[src/rtl/demod_decim.sv]
// Decimating boxcar low-pass for the demodulator output stream.
// Averages 2^LOG2_DEC strobed samples and presents one result on a valid/ready port.
module demod_decim #(
    parameter int WIDTH    = 16,
    parameter int LOG2_DEC = 3
) (
    input  logic                    clk,
    input  logic                    rst,
    input  logic                    en_i,
    input  logic                    clr_i,
    input  logic signed [WIDTH-1:0] demod_i,
    input  logic                    ready_i,
    output logic signed [WIDTH-1:0] audio_o,
    output logic                    valid_o,
    output logic                    ovf_o
);

    localparam int AW = WIDTH + LOG2_DEC;
    localparam int CW = (LOG2_DEC > 0) ? LOG2_DEC : 1;
    localparam logic [CW-1:0] CNT_LAST = CW'((1 << LOG2_DEC) - 1);

    typedef enum logic {
        EMPTY,
        FULL
    } state_t;

    state_t                  state_reg, state_next;
    logic signed [AW-1:0]    acc_reg, acc_next;
    logic [CW-1:0]           cnt_reg, cnt_next;
    logic signed [WIDTH-1:0] audio_reg, audio_next;
    logic                    ovf_reg, ovf_next;
    logic signed [AW-1:0]    sample_ext;
    logic signed [AW-1:0]    sum;
    logic                    dump;

    // Accumulator is wide enough that DEC full-scale samples can never wrap.
    assign sample_ext[WIDTH-1:0] = demod_i;
    generate
        for (genvar gi = 0; gi < LOG2_DEC; gi++) begin : g_sext
            assign sample_ext[WIDTH+gi] = demod_i[WIDTH-1];
        end
    endgenerate

    assign sum  = acc_reg + sample_ext;
    assign dump = en_i && !clr_i && (cnt_reg == CNT_LAST);

    always_comb begin
        acc_next   = acc_reg;
        cnt_next   = cnt_reg;
        audio_next = audio_reg;
        if (clr_i) begin
            acc_next = '0;
            cnt_next = '0;
        end else if (en_i) begin
            if (dump) begin
                acc_next   = '0;
                cnt_next   = '0;
                // Dropping the low bits is an arithmetic shift with floor rounding.
                audio_next = sum[AW-1:LOG2_DEC];
            end else begin
                acc_next = sum;
                cnt_next = cnt_reg + CW'(1);
            end
        end
    end

    always_comb begin
        state_next = state_reg;
        ovf_next   = ovf_reg;
        case (state_reg)
            EMPTY: begin
                if (dump) state_next = FULL;
            end
            FULL: begin
                if (dump) begin
                    if (!ready_i) ovf_next = 1'b1;
                end else if (ready_i) begin
                    state_next = EMPTY;
                end
            end
            default: state_next = EMPTY;
        endcase
    end

    always_ff @(posedge clk or negedge rst) begin
        if (!rst) begin
            state_reg <= EMPTY;
            acc_reg   <= '0;
            cnt_reg   <= '0;
            audio_reg <= '0;
            ovf_reg   <= 1'b0;
        end else begin
            state_reg <= state_next;
            acc_reg   <= acc_next;
            cnt_reg   <= cnt_next;
            audio_reg <= audio_next;
            ovf_reg   <= ovf_next;
        end
    end

    assign audio_o = audio_reg;
    assign valid_o = (state_reg == FULL);
    assign ovf_o   = ovf_reg;

endmodule

[config.mk]
export PLATFORM = sky130hd
export DESIGN_NAME = demod_decim
export DESIGN_NICKNAME = d
export VERILOG_FILES = /design/src/rtl/demod_decim.sv
export SDC_FILE = /design/constraint.sdc
export NUM_CORES = 1
export LEC_CHECK = 0
export ABC_CLOCK_PERIOD_IN_PS = 2400
export BUFFER_PORTS_ARGS = -buffer_cell sky130_fd_sc_hd__buf_2
export CORE_MARGIN = 2
export CORE_UTILIZATION = 51
export CTS_CLUSTER_SIZE = 10
export DETAILED_ROUTE_END_ITERATION = 8
export PLACE_DENSITY = 0.78
export SYNTH_ARGS = -nofsm -noshare
export SYNTH_HDL_FRONTEND = slang
export SYNTH_SLANG_ARGS = --single-unit
[constraint.sdc]
create_clock -name clk -period 2.4 [get_ports clk]
set_input_delay 0 -clock clk [delete_from_list [all_inputs] [get_ports clk]]
set_output_delay 0 -clock clk [all_outputs]
set_load 0.03 [all_outputs]
==> metrics.csv <==
stage,metric,value,unit
finish,drive_gt1_share,27.36,%
critical_path,worst_path_max_delay_cell,dfrtp_1,
timing,finalMaxSlewViolations,0,
floorplanning,start_util,52.24,%
critical_path,crit_path_max_incr_delay,390,ps
timing,max_freq,0.4212,GHz
finish,final_nets,338,
routing,route.detailed.drc,0,
placement,post-dp-hpwl,3.777,mm
finish,utilization,61.84,%
global_routing,grt_pass1_wl,8.742,mm
yosys,synth_edf_count,0,
placement,io_buffers,38,
placement,gp_congestion,0.8281,
clock_tree,clock_path_buffers,2,
routing,drt-pass1-iter-count,6,
clock_tree,path_clk_slew,80,ps
critical_path,cp.required,2620,ps
routing,postRouteAntennaNets,0,
clock_tree,root_buffer,clkbuf_8,
power_and_ir_drop,peakVddDrop,0.2212,mV
yosys,synth_top_cell_area_share,40.84,%
timing,setup_ws,26.03,ps
critical_path,crit_chain,ha_2 -> fa_2 -> a211oi_2 -> o21bai_2 -> o2111ai_4 -> a211oi_4 -> a21oi_2 -> mux2_4 -> o211ai_2,
global_routing,grt_max_degree,41,
finish,largest_reg_flops,19,
yosys,ys_async_sr_fraction,100.0,%
critical_path,cp_max_fo,4,
routing,via_count,1981,
timing,fin_crit_sh,98.92,%
routing,drtIter0Drc,124,
critical_path,arrival,2590,ps
power_and_ir_drop,leakage,1.490,nW
yosys,ys_seq_elements,40,
floorplanning,io_pins,39,
timing,max_slew.worst_pin.slew,873.7,ps
run,timing.max_cap.violations,0,
yosys,synth_area,2451,sq um
timing,slew_headroom,41.75,%
floorplanning,row_count,25,
critical_path,cp-start-kind,flop,
clock_tree,cts_buffers,5,
power_and_ir_drop,powerDensity,634.1,nW/um^2
yosys,synth_cell_type_count,50,
timing,rsz0062_at_grt,yes,
hold_path,hold_path_class,primary input to flop,
floorplanning,core,4692,sq um
clock_tree,insertion_delay,290,ps
outcome,status,"complete, no violations",
yosys,synth_cells,243,
finish,n_fill_cell,396,
floorplanning,die_width,73.33,microns
global_routing,grt_usage,20.87,%
finish,diodes,0,
yosys,ys_seq_area_share,40.84,%
timing,setup_violations,0,
global_routing,antenna_found_initial,0,
global_routing,grt-ovfl-total,0,
timing,hold_slack,46.10,ps
floorplanning,die_area,5377,sq um
routing,vias_per_cell,5.660,
finish,layout_commonest_cell,dfrtp_1,
clock_tree,clock-sinks,40,
power_and_ir_drop,p_total,1.840,mW
floorplanning,fp.dieH,73.33,microns
critical_path,cp-end-kind,flop,
routing,totalWireLength,5.159,mm
yosys,synth_area_leaders,"dfrtp_1, ha_1, nand2_1",
timing,clock_skew,9.530,ps
finish,syn_to_final_growth,18.38,%
yosys,yosysTopAreaCell,dfrtp_1,
critical_path,critPathKind,flop to flop,
timing,hold_violations,0,
placement,preCtsSetupSlack,-31.88,ps
yosys,synth_nets,285,
yosys,ys_warn_count,0,
timing,timing.final.crit_period,2374,ps
routing,wl_per_cell,14.74,microns
clock_tree,cts_tree,done,
global_routing,first_global_vias,1919,
clock_tree,htreeDepth,2,
yosys,synth_ff_type,dfrtp_1,
finish,final_cell_mix,"dfrtp_1, buf_2, nand2_1",
yosys,syn_avg_cell_area,10.09,sq um
## worst paths after layout
path                                            to  cells after the start  slack, ps                   start
max reg2reg                acc_reg[18]$_DFFE_PN0P_                      9         30  acc_reg[0]$_DFFE_PN0P_
min in group asynchronous  audio_o[10]$_DFFE_PN0P_                      2        360                     rst
max                        acc_reg[18]$_DFFE_PN0P_                      9         30  acc_reg[0]$_DFFE_PN0P_
max in group asynchronous  acc_reg[10]$_DFFE_PN0P_                      2       1480                     rst
min reg2reg                      ovf_o$_DFFE_PN0P_                      1        480       ovf_o$_DFFE_PN0P_
min                        acc_reg[18]$_DFFE_PN0P_                      2         50             demod_i[15]
## routing by layer
metal | vias to the layer above | global-route usage (%) | wire (microns)
li1 | 994 | - | -
met1 | 932 | 29.00 | 2541
met2 | 46 | 32.33 | 2308
met3 | 9 | 4.252 | 228
met4 | 0 | 7.677 | 80
met5 | - | 0 | 0
## timing repair
item / 4_1_cts / 5_1_grt
hold buffers: 2 / 0
resized for setup: 2 / 6
buffers inserted: 2 / 2
setup endpoints to repair: 3 / 13
endpoints found under the hold margin: 42 / 0
pin swaps: 5 / 4
## area by class of cell
cell class                      count  area, sq um  share of cell area [%]
Clock buffer                        6        72.57                   2.501
Timing Repair Buffer               54        319.1                   11.00
Tap cell                           54        67.56                   2.329
Sequential cell                    40         1001                   34.50
Multi-Input combinational cell    190         1418                   48.86
Clock inverter                      1        5.005                  0.1725
Inverter                            5        18.77                  0.6468
## logic make-up (layout without fill, tap and decap cells)
family | after synthesis | in the layout | share of synthesized area [%]
AO/OA/AOI/OAI | 90 | 90 | 26.85
multiplexers | 4 | 4 | 1.991
AND/OR/NAND/NOR | 58 | 58 | 10.57
flip-flops | 40 | 40 | 40.84
buffers and inverters | 13 | 66 | 2.655
adder cells (fa/ha/maj) | 21 | 21 | 11.03
XOR/XNOR | 17 | 17 | 6.074
## cells in the mapped netlist, drive strengths merged, types with 6 or more instances
master and number:
a21o 11, a21oi 12, o21ai 37, ha 20
xor2 11, a22o 7, nand2 37, xnor2 6
nor2 8, dfrtp 40
## metrics by stage
step | cells | TNS [ps] | area, sq um
2_1_floorplan | 243 | 0 | 2451
3_3_place_gp | 337 | 0 | 2738
3_5_place_dp | 337 | -31.88 | 2738
4_1_cts | 348 | 0 | 2855
5_1_grt | 350 | -229.9 | 2902
6_report | 350 | 0 | 2902
## critical path: cells and delay by family (launching register included)
| kind | cells | cell delay [ps] |
|---|---|---|
| flops | 1 | 390 |
| compound gates | 6 | 1040 |
| mux | 1 | 320 |
| fa+ha+maj | 2 | 550 |
## power by group
part | switching (mW) | leakage [nW] | internal, mW
registers | 0.0353 | 0.545 | 0.725
logic | 0.375 | 0.904 | 0.281
clock network | 0.226 | 0.0410 | 0.198
total | 0.636 | 1.49 | 1.20
No activity file was read; power rests on OpenSTA's default activity.
